[src/rtl/dut_pkg.sv]
// rtl/dut_pkg.sv - shared opcodes, status codes, FSM states and helpers for op_responder
package dut_pkg;

    // Opcode encoding carried on the 8-bit op input; any value above OP_WMR is illegal.
    typedef enum logic [7:0] {
        OP_NOP = 8'd0,
        OP_ADD = 8'd1,
        OP_AND = 8'd2,
        OP_XOR = 8'd3,
        OP_MUL = 8'd4,
        OP_DIV = 8'd5,
        OP_LDA = 8'd6,
        OP_STA = 8'd7,
        OP_MOV = 8'd8,
        OP_SWP = 8'd9,
        OP_WMR = 8'd10
    } operation_t;

    localparam logic [7:0] ERR_OK      = 8'd0;
    localparam logic [7:0] ERR_ILLEGAL = 8'd1;
    localparam logic [7:0] ERR_DIV0    = 8'd2;
    localparam logic [7:0] ERR_ADDR    = 8'd3;

    localparam int MEM_DEPTH = 16;
    localparam int MEM_AW    = $clog2(MEM_DEPTH);
    localparam int MD_ITERS  = 32;

    typedef enum logic [1:0] {
        IDLE = 2'd0,
        EXEC = 2'd1,
        ITER = 2'd2,
        DONE = 2'd3
    } state_t;

    // Flag reported alongside every result: strictly positive when signed, non-zero otherwise.
    function automatic logic calc_gp(input logic [63:0] res, input logic sgn);
        if (sgn) begin
            return $signed(res) > 64'sd0;
        end
        return res != 64'd0;
    endfunction

endpackage

[src/rtl/seq_muldiv.sv]
// rtl/seq_muldiv.sv - 32-step shift-add multiplier and restoring divider (divider under OP_RESPONDER_DIV_EN)
//
// Ports:
//   clk, reset          clock, synchronous active-high reset
//   start_i             load operands; the first step is performed on the same edge
//   is_div_i            1 = divide, 0 = multiply (ignored unless OP_RESPONDER_DIV_EN)
//   sv_i                1 = signed operands
//   a_i, b_i            multiplier/multiplicand or dividend/divisor
//   busy_o              stepping in progress
//   done_o              one-cycle pulse once all 32 steps are complete
//   result_o            product, or {remainder, quotient}; valid from done_o until next start
module seq_muldiv
    import dut_pkg::*;
(
    input  logic        clk,
    input  logic        reset,
    input  logic        start_i,
    input  logic        is_div_i,
    input  logic        sv_i,
    input  logic [31:0] a_i,
    input  logic [31:0] b_i,
    output logic        busy_o,
    output logic        done_o,
    output logic [63:0] result_o
);

    // Both datapaths work on magnitudes; signs are reapplied on the way out.
    // w_q holds {partial product hi, remaining multiplier} or {remainder, dividend/quotient}.
    logic [63:0] w_q;
    logic [31:0] m_q;
    logic [4:0]  cnt_q;
    logic        busy_q;
    logic        done_q;
    logic        neg_q;

    logic [31:0] abs_a;
    logic [31:0] abs_b;
    logic [63:0] src_w;
    logic [31:0] src_m;
    logic [32:0] mul_sum;
    logic [63:0] mul_next;
    logic [63:0] step_w;

    assign abs_a = (sv_i && a_i[31]) ? -a_i : a_i;
    assign abs_b = (sv_i && b_i[31]) ? -b_i : b_i;

    // On start the step operates on the freshly loaded operands, so 32 steps end one
    // edge earlier than a separate load cycle would allow.
    assign src_w = start_i ? {32'd0, abs_a} : w_q;
    assign src_m = start_i ? abs_b : m_q;

    assign mul_sum  = {1'b0, src_w[63:32]} + (src_w[0] ? {1'b0, src_m} : 33'd0);
    assign mul_next = {mul_sum, src_w[31:1]};

`ifdef OP_RESPONDER_DIV_EN
    logic        div_q;
    logic        negr_q;
    logic        src_div;
    logic [32:0] div_rs;
    logic [32:0] div_diff;
    logic [31:0] div_rem;
    logic        div_bit;
    logic [63:0] div_next;

    assign src_div  = start_i ? is_div_i : div_q;
    // Shift the next dividend bit into the remainder and try to subtract the divisor.
    assign div_rs   = src_w[63:31];
    assign div_diff = div_rs - {1'b0, src_m};
    assign div_bit  = ~div_diff[32];
    assign div_rem  = div_bit ? div_diff[31:0] : div_rs[31:0];
    assign div_next = {div_rem, src_w[30:0], div_bit};

    assign step_w = src_div ? div_next : mul_next;

    // Quotient truncates toward zero; remainder follows the sign of the dividend.
    assign result_o = div_q ? {(negr_q ? -w_q[63:32] : w_q[63:32]),
                               (neg_q  ? -w_q[31:0]  : w_q[31:0])}
                            : (neg_q ? -w_q : w_q);

    always_ff @(posedge clk) begin
        if (reset) begin
            div_q  <= 1'b0;
            negr_q <= 1'b0;
        end else if (start_i) begin
            div_q  <= is_div_i;
            negr_q <= sv_i & a_i[31];
        end
    end
`else
    logic unused_is_div;
    assign unused_is_div = is_div_i;
    assign step_w        = mul_next;
    assign result_o      = neg_q ? -w_q : w_q;
`endif

    always_ff @(posedge clk) begin
        if (reset) begin
            w_q    <= '0;
            m_q    <= '0;
            cnt_q  <= '0;
            busy_q <= 1'b0;
            done_q <= 1'b0;
            neg_q  <= 1'b0;
        end else begin
            done_q <= 1'b0;
            if (start_i) begin
                w_q    <= step_w;
                m_q    <= abs_b;
                neg_q  <= sv_i & (a_i[31] ^ b_i[31]);
                cnt_q  <= 5'd1;
                busy_q <= 1'b1;
            end else if (busy_q) begin
                w_q   <= step_w;
                cnt_q <= cnt_q + 5'd1;
                if (cnt_q == 5'(MD_ITERS - 1)) begin
                    busy_q <= 1'b0;
                    done_q <= 1'b1;
                end
            end
        end
    end

    assign busy_o = busy_q;
    assign done_o = done_q;

endmodule

[src/rtl/op_responder.sv]
// rtl/op_responder.sv - command responder: ALU ops, 16x32 scratch memory, iterative mul/div (div under OP_RESPONDER_DIV_EN)
//
// Ports:
//   clk, reset          clock, synchronous active-high reset
//   start               command request, sampled only in IDLE
//   op                  opcode (dut_pkg::operation_t)
//   A, B                operands; low 4 bits are memory addresses for memory ops
//   sv                  1 = signed arithmetic
//   op_prefix           1 = use the accumulator in place of B
//   done                one-cycle completion pulse
//   result, err, gp     command result, status code and flag, held until next done
// Define OP_RESPONDER_DIV_EN to build the divider; otherwise op 5 is illegal.
module op_responder
    import dut_pkg::*;
(
    input  logic        clk,
    input  logic        reset,
    input  logic        start,
    input  logic [7:0]  op,
    input  logic [31:0] A,
    input  logic [31:0] B,
    input  logic        sv,
    input  logic        op_prefix,
    output logic        done,
    output logic [63:0] result,
    output logic [7:0]  err,
    output logic        gp
);

    state_t      state_q;
    logic [7:0]  op_q;
    logic [31:0] a_q;
    logic [31:0] b_q;
    logic        sv_q;
    logic [31:0] acc_q;
    logic [31:0] mem_q [MEM_DEPTH];
    logic        done_q;
    logic [63:0] result_q;
    logic [7:0]  err_q;
    logic        gp_q;

    logic              a_ok;
    logic              b_ok;
    logic [MEM_AW-1:0] ia;
    logic [MEM_AW-1:0] ib;

    logic [63:0] exec_res;
    logic [7:0]  exec_err;
    logic        wa_en;
    logic [31:0] wa_data;
    logic        wb_en;
    logic [31:0] wb_data;
    logic        md_go;

    logic        md_start;
    logic        md_is_div;
    logic        md_busy;
    logic        md_done;
    logic [63:0] md_res;

    assign a_ok = a_q < 32'(MEM_DEPTH);
    assign b_ok = b_q < 32'(MEM_DEPTH);
    assign ia   = a_q[MEM_AW-1:0];
    assign ib   = b_q[MEM_AW-1:0];

    // Single-cycle datapath, evaluated on the latched command during EXEC.
    always_comb begin
        exec_res = '0;
        exec_err = ERR_OK;
        wa_en    = 1'b0;
        wa_data  = '0;
        wb_en    = 1'b0;
        wb_data  = '0;
        md_go    = 1'b0;
        case (op_q)
            OP_NOP: ;
            OP_ADD: exec_res = {{32{sv_q & a_q[31]}}, a_q} + {{32{sv_q & b_q[31]}}, b_q};
            OP_AND: exec_res = {32'd0, a_q & b_q};
            OP_XOR: exec_res = {32'd0, a_q ^ b_q};
            OP_MUL: md_go = 1'b1;
`ifdef OP_RESPONDER_DIV_EN
            OP_DIV: begin
                if (b_q == 32'd0) begin
                    exec_err = ERR_DIV0;
                end else begin
                    md_go = 1'b1;
                end
            end
`endif
            OP_LDA: begin
                if (!a_ok) begin
                    exec_err = ERR_ADDR;
                end else begin
                    exec_res = {32'd0, mem_q[ia]};
                end
            end
            OP_STA: begin
                if (!a_ok) begin
                    exec_err = ERR_ADDR;
                end else begin
                    exec_res = {32'd0, b_q};
                    wa_en    = 1'b1;
                    wa_data  = b_q;
                end
            end
            OP_MOV: begin
                if (!(a_ok && b_ok)) begin
                    exec_err = ERR_ADDR;
                end else begin
                    exec_res = {32'd0, mem_q[ib]};
                    wa_en    = 1'b1;
                    wa_data  = mem_q[ib];
                end
            end
            OP_SWP: begin
                if (!(a_ok && b_ok)) begin
                    exec_err = ERR_ADDR;
                end else begin
                    exec_res = {mem_q[ia], mem_q[ib]};
                    wa_en    = 1'b1;
                    wa_data  = mem_q[ib];
                    // Same address: a single write of the unchanged value is enough.
                    wb_en    = (ia != ib);
                    wb_data  = mem_q[ia];
                end
            end
            OP_WMR: begin
                if (!a_ok) begin
                    exec_err = ERR_ADDR;
                end else begin
                    exec_res = {32'd0, mem_q[ia]};
                    wa_en    = 1'b1;
                    wa_data  = b_q;
                end
            end
            default: exec_err = ERR_ILLEGAL;
        endcase
    end

`ifdef OP_RESPONDER_DIV_EN
    assign md_is_div = (op_q == OP_DIV);
`else
    assign md_is_div = 1'b0;
`endif
    assign md_start = (state_q == EXEC) && md_go && !md_busy;

    seq_muldiv u_muldiv (
        .clk      (clk),
        .reset    (reset),
        .start_i  (md_start),
        .is_div_i (md_is_div),
        .sv_i     (sv_q),
        .a_i      (a_q),
        .b_i      (b_q),
        .busy_o   (md_busy),
        .done_o   (md_done),
        .result_o (md_res)
    );

    always_ff @(posedge clk) begin
        if (reset) begin
            state_q  <= IDLE;
            op_q     <= '0;
            a_q      <= '0;
            b_q      <= '0;
            sv_q     <= 1'b0;
            acc_q    <= '0;
            done_q   <= 1'b0;
            result_q <= '0;
            err_q    <= ERR_OK;
            gp_q     <= 1'b0;
            for (int i = 0; i < MEM_DEPTH; i++) begin
                mem_q[i] <= '0;
            end
        end else begin
            case (state_q)
                IDLE: begin
                    done_q <= 1'b0;
                    if (start) begin
                        op_q    <= op;
                        a_q     <= A;
                        b_q     <= op_prefix ? acc_q : B;
                        sv_q    <= sv;
                        state_q <= EXEC;
                    end
                end
                EXEC: begin
                    if (md_go) begin
                        state_q <= ITER;
                    end else begin
                        result_q <= exec_res;
                        err_q    <= exec_err;
                        gp_q     <= calc_gp(exec_res, sv_q);
                        done_q   <= 1'b1;
                        if (exec_err == ERR_OK) begin
                            acc_q <= exec_res[31:0];
                        end
                        if (wa_en) begin
                            mem_q[ia] <= wa_data;
                        end
                        if (wb_en) begin
                            mem_q[ib] <= wb_data;
                        end
                        state_q <= DONE;
                    end
                end
                ITER: begin
                    if (md_done) begin
                        result_q <= md_res;
                        err_q    <= ERR_OK;
                        gp_q     <= calc_gp(md_res, sv_q);
                        acc_q    <= md_res[31:0];
                        done_q   <= 1'b1;
                        state_q  <= DONE;
                    end
                end
                DONE: begin
                    done_q  <= 1'b0;
                    state_q <= IDLE;
                end
                default: state_q <= IDLE;
            endcase
        end
    end

    assign done   = done_q;
    assign result = result_q;
    assign err    = err_q;
    assign gp     = gp_q;

endmodule

[config.mk]
export PLATFORM = sky130hd
export DESIGN_NAME = op_responder
export DESIGN_NICKNAME = d
export VERILOG_FILES = /design/src/rtl/dut_pkg.sv /design/src/rtl/seq_muldiv.sv /design/src/rtl/op_responder.sv
export SDC_FILE = /design/constraint.sdc
export NUM_CORES = 2
export LEC_CHECK = 0
export BUFFER_PORTS_ARGS = -buffer_cell sky130_fd_sc_hd__buf_2
export CAP_MARGIN = 20
export CORE_MARGIN = 2
export CORE_UTILIZATION = 40
export DETAILED_ROUTE_END_ITERATION = 7
export HOLD_SLACK_MARGIN = 0.15
export SLEW_MARGIN = 40
export SYNTH_ARGS = -nofsm -noshare
export SYNTH_HDL_FRONTEND = slang
export SYNTH_SLANG_ARGS = --single-unit
export TNS_END_PERCENT = 30
[constraint.sdc]
create_clock -name clk -period 7.5 [get_ports clk]
set_clock_uncertainty 0.05 [all_clocks]
set_input_delay 1.875 -clock clk [delete_from_list [all_inputs] [get_ports clk]]
set_output_delay 1.875 -clock clk [all_outputs]
set_load 0.02 [all_outputs]
---- Word level (Yosys, flattened, before mapping) ----
Memories as Yosys holds them, arrays and structs flattened. A register that Yosys moved wholly into a read port is not among the register bits.
Cells that the tools add are included.
cells by class
  add/subtract/negate cells ............... 6
  order comparisons ....................... 4
  equality and inequality tests ........... 18
  mux-type cells .......................... 87
  bitwise operators ....................... 7
  reduce and logical (&&, ||, !) cells .... 28
operator list
  cell                                                                    number
  32-bit 2-to-1 mux                                                       17
  64-bit 2-to-1 mux                                                       7
  64-bit one-hot mux with 7 select lines                                  1
  64-bit by 1-bit > comparator with 1-bit output (second input constant)  2
  32-bit one-hot mux with 2 select lines                                  2
  64-bit one-hot mux with 2 select lines                                  1
  64-bit nonzero test                                                     2
  32-bit by 5-bit < comparator with 1-bit output (second input constant)  2
  32-bit negation                                                         2
  64-bit negation                                                         1
  32-bit OR reduction                                                     2
  1-bit 2-to-1 mux                                                        41
  33-bit by 33-bit adder with 34-bit output                               1
  32-bit by 33-bit adder with 33-bit output                               1
  32-bit AND                                                              1
  32-bit bitwise XOR                                                      1
  8-bit by 3-bit equality test with 1-bit output (second input constant)  3
  8-bit by 4-bit equality test with 1-bit output (second input constant)  3
  4-bit 2-to-1 mux                                                        6
  8-bit by 2-bit equality test with 1-bit output (second input constant)  2
  8-bit logical NOT                                                       2
  8-bit 2-to-1 mux                                                        2
  8-bit one-hot mux with 2 select lines                                   1
  2-bit OR reduction                                                      5
  25 further kinds                                                        42
storage, ports and cells
  flip-flop bits (word level) ............. 285
  bits in writable memories ............... 512
  word-level logic and storage cells ...... 168
  memories ................................ 1
memories
  name   words  width  rd ports  clocked after memory_dff  write ports  RTL line            RTL
  mem_q  16     32     2         2                         16           op_responder.sv:36  logic [31:0] mem_q [MEM_DEPTH];

---- Depth between registers and ports, before layout ----
  depth in word-level cells ............... 11
  mapped depth ............................ 25
  depth with buffers taken out ............ 22

---- Cells and area by module ----
From an unflattened synthesis, not the netlist that was laid out.
unflattened totals
  cell total of the unflattened synthesis .. 4415
  area, all modules ....................... 47239.1 µm²
by module, submodules not included
  module        times used  cells each  area each (µm²)  sequential area each (µm²)
  op_responder  1           3277        38689.6          19038.3
  seq_muldiv    1           1138        8549.4           2082.0

---- Least setup slack after synthesis ----
No wires, ideal clock.
  kind .................................... reg2reg
  from .................................... reg op_q[7]
  to ...................................... reg u_muldiv.w_q[60]
  library setup time ...................... 0.092 ns
  data arrival time ....................... 4.819 ns
  path slack .............................. 2.539 ns
  stages on the path, launching flop included .. 22
  buffers on the path ..................... 3
  clock period less this slack ............ 4.961 ns
  cells stage by stage .................... dfxtp_1 -> nor4_1 -> and4_1 -> and2_1 -> clkbuf_1 -> nand2b_1 -> clkbuf_1 -> a21oi_1 -> clkbuf_1 -> nor2_1 -> ha_1 -> a21o_1 -> a21oi_1 -> a2111o_1 -> a2111oi_0 -> nor2_1 -> o21ba_2 -> o31ai_1 -> o41ai_1 -> nor2b_1 -> nor4b_1 -> nor4_1
between the ends
  cells in the longest elaborated chain, start to end .. 9
RTL lines
  what                                                           RTL line             RTL
  start, declared                                                op_responder.sv:31   logic [7:0] op_q;
  start signal, assigned                                         op_responder.sv:180  op_q <= op;
  8-bit by 3-bit equality test with 1-bit output (*)             op_responder.sv:75   case (op_q)
  1-bit 2-to-1 mux (*)                                           op_responder.sv:75
  1-bit logical AND (*) (2 in series)                            op_responder.sv:145  assign md_start = (state_q == EXEC) && md_go && !md_busy;
  32-bit 2-to-1 mux / 64-bit 2-to-1 mux (equally long branches)  -
  32-bit 2-to-1 mux                                              seq_muldiv.sv:52     assign mul_sum = {1'b0, src_w[63:32]} + (src_w[0] ? {1'b0, src_m} : 33'd0);
  32-bit by 33-bit adder with 33-bit output                      seq_muldiv.sv:52
  64-bit 2-to-1 mux                                              seq_muldiv.sv:112    end else if (busy_q) begin
  64-bit 2-to-1 mux                                              seq_muldiv.sv:106    if (start_i) begin
  end signal, assigned                                           seq_muldiv.sv:107    w_q <= step_w;
  end signal, assigned                                           seq_muldiv.sv:113    w_q <= step_w;
  end, declared                                                  seq_muldiv.sv:29     logic [63:0] w_q;
Mark *: on every way between the ends. The rest lies on a longest branch, timed or not. The select of a mux whose other input is x is not followed.
A chain may end at the register's enable or synchronous reset.

---- Final worst setup path ----
  from .................................... reg op_q[0]
  to ...................................... reg u_muldiv.w_q[60]
The elaborated chain is that of the path after synthesis.

==> impl_metrics.py <==
metrics = {
    "timing": {
        "worst_hold_slack_ps": 402.8,
        "min_period_ps": 6335,
        "timing.slew.headroom_pct": 33.41,
        "max_freq_mhz": 157.8,
        "rsz0062_at_grt": "no",
        "finalSetupViolations": 0,
        "hold_viol_final": 0,
        "post-route-period-util_pct": 84.47,
        "setup_tns_ps": 0,
        "slew_violations": 0,
        "tightestPinTransition_ps": 998.8,
    },
    "power": {
        "power.density_mw_per_mm2": 275.5,
        "leakagePower_nw": 18.30,
        "ir_drop_mv": 0.2457,
    },
    "status": {
        "status": "complete, but fails checks",
        "violations": "DRC",
    },
    "grt": {
        "grt_busiest_layer": "met2",
        "first_global_vias": 40440,
        "grt_overflow": 0,
        "use_met2_pct": 47.56,
        "antenna_found_initial": 9,
        "grt_max_degree": 96,
        "grt_first_pass_wirelength_um": 296200,
        "grtUsageMet1_pct": 44.57,
        "grt_usage_pct": 33.52,
        "met3_usage_pct": 11.45,
    },
    "worst_setup_path": {
        "worstPathRequired_ps": 8070,
        "path_class": "register to register",
        "end_kind": "register",
        "path_buf_inv": 2,
        "critPathMaxStageDelay_ps": 780,
        "critical_path_peak_fanout": 42,
        "slowest_stage": "dfxtp_1",
        "cp_top_family": "compound AO/OA/AOI/OAI gates",
        "crit_arrival_ps": 6910,
        "setup.worst_path.start_class": "register",
        "crit_top_cell": "nor2_1",
        "path_cells": "clkinv_1 > and4_1 > and2_2 > nand2b_2 > nor2_1 > a21oi_2 > or2_2 > inv_1 > ha_1 > a21o_1 > nand4_1 > a2111o_1 > a2111oi_0 > nor2_1 > o21ba_2 > o31ai_1 > o41ai_1 > nor2b_1 > nor4b_1 > nor4_1",
    },
    "floorplanning": {
        "fp-row-count": 126,
        "die_width_um": 350.1,
        "dieHeight_um": 350.1,
        "ioPinCount": 151,
        "coreArea_mm2": 0.1184,
        "dieArea_mm2": 0.1226,
        "initial_core_util_pct": 40.47,
    },
    "route": {
        "drc": 4,
        "firstDrtPassIters": 8,
        "viasPerCell": 6.972,
        "via_count": 43610,
        "drtAntennaViolNets": 0,
        "routed_wl_um": 210400,
        "drtIter0Drc": 7627,
        "wl_per_cell_um": 33.64,
    },
    "place": {
        "placed_area_mm2": 0.05056,
        "dpl.hpwl_um": 138800,
        "dp_cells": 6082,
        "port_buffers": 144,
        "gp_congestion": 1.024,
    },
    "finish": {
        "fin_cells": 6254,
        "nNetsFinal": 4735,
        "fin_area_mm2": 0.05362,
        "drive_above_1_share_pct": 18.81,
        "area_growth_pct": 11.91,
    },
    "cts": {
        "cts_buffer_depth": 3,
        "postCtsHoldBufs": 0,
        "cts_max_level": 3,
        "root_buffer": "clkbuf_16",
        "cts_resized": 0,
        "cts_buffers": 91,
        "post_cts_buffers": 0,
        "cts_sinks": 799,
        "cts_tree": "yes",
        "clk_latency_ps": 720,
        "path_clk_slew_ps": 70,
    },
    "synthesis": {
        "ys_warn_count": 0,
        "avgSynthCellArea_um2": 10.29,
        "netlist_area_mm2": 0.04792,
        "yosysUniqueCellTypes": 86,
        "ys_seq_area_share_pct": 44.08,
        "ys_ff_latch": 799,
        "ys.flop_type": "edfxtp_1",
        "synth_top_area_share_pct": 32.09,
        "synth_edf_count": 512,
        "synth_largest_area_cell": "edfxtp_1",
        "synthTopCellsByArea": "edfxtp_1 32%, mux4_2 13%, dfxtp_1 12%",
        "synthCells": 4655,
        "yosysMostFrequentCell": "o22ai_1",
        "synthTopCellsByCount": "526 x o22ai_1, 512 x edfxtp_1, 404 x nor2_1",
        "synth-async-reset-ratio_pct": 0,
    },
    "hold_path": {
        "hold_path_class": "register to register",
    },
    "run": {
        "maxCapViolCount": 0,
    },
}
## through the flow
stage / utilization [%] / setup slack, ps / power (mW)
global route: 45.28 / 744.1 / 15.15
detailed placement: 42.70 / 1329 / 10.01
floorplan: - / 2539 / 8.250
global placement: 42.48 / 1322 / 9.951
finish: 45.29 / 1165 / 14.77
CTS: 45.24 / 1344 / 14.55
## power by group
part	internal [mW]	switching [mW]
combinational	1.60	3.20
sequential	4.95	0.427
clock	2.59	2.01
## registers in the layout, summed over array words and instances, names as in the netlist, named ones only
name,flops
a_q,32
mem_q,512
b_q,32
u_muldiv.busy_o,1
op_q,8
result,64
state_q,2
u_muldiv.m_q,32
err,2
u_muldiv.w_q,64
acc_q,32
u_muldiv.neg_q,1
u_muldiv.done_o,1
u_muldiv.cnt_q,5
done,1
gp,1
sv_q,1
## cells by family (layout without fill, tap and decap cells)
group / after synthesis / after routing / synth area share, %
other cells: 1 / 9 / 0.007826
fa+ha+maj: 83 / 83 / 2.199
compound gates: 1438 / 1438 / 19.03
buf+inv: 544 / 535 / 4.619
mux: 382 / 382 / 15.11
flops: 799 / 799 / 44.08
simple gates: 1251 / 1251 / 12.09
xor+xnor: 157 / 157 / 2.870
## worst reg2reg max path, cell delays in order, from the launching register on
cell	delay (ps)
dfxtp_1	780
clkinv_1	510
and4_1	310
and2_2	210
nand2b_2	550
nor2_1	130
a21oi_2	520
or2_2	260
inv_1	50
ha_1	270
a21o_1	140
nand4_1	150
a2111o_1	460
a2111oi_0	390
nor2_1	170
o21ba_2	280
o31ai_1	410
o41ai_1	160
nor2b_1	150
nor4b_1	70
nor4_1	240
## metal layers
metal,vias up,part of all wire (%)
met5,-,0.030
met4,10,6.5
met3,755,15
met2,3566,42
met1,21350,37
li1,17930,-
## final cells by class
cell class | count | area (um2)
clock inverter | 52 | 528.0
tap | 1600 | 2002
multi-input combinational | 3317 | 25100
clock buffer | 117 | 2477
timing repair buffer | 321 | 2198
inverter | 45 | 168.9
fill | 11020 | 64770
sequential | 799 | 21140
antenna | 3 | 7.507
## final timing paths
kind / from / endpoint / slack, ps / cells after the start
setup reg to reg: op_q[0] / u_muldiv.w_q[60] / 1160 / 20
hold reg to reg: result[59] / result[59] / 400 / 2
hold / removal: result[59] / result[59] / 400 / 2
setup / recovery: op_q[0] / u_muldiv.w_q[60] / 1160 / 20
## cells in the final DEF, fill, tap and decap left out, types with 30 or more instances in the layout
cell type,count
a21o_1,30
nand4_1,39
o21ai_0,122
nor4_1,36
xor2_1,91
nand2_2,31
and2_1,46
nor2_1,402
a211oi_1,87
a221oi_1,45
ha_1,80
edfxtp_1,512
nor3_1,46
a22oi_1,73
buf_4,165
a21oi_1,347
xnor2_1,66
nor2b_1,32
mux2i_1,89
and3_1,33
o31ai_1,33
or3_1,33
dfxtp_1,278
o22ai_1,526
clkbuf_16,93
mux4_2,271
inv_1,43
buf_2,142
nand2_1,355
nand3_1,53
Note: power is estimated with default switching activity, not from simulation.
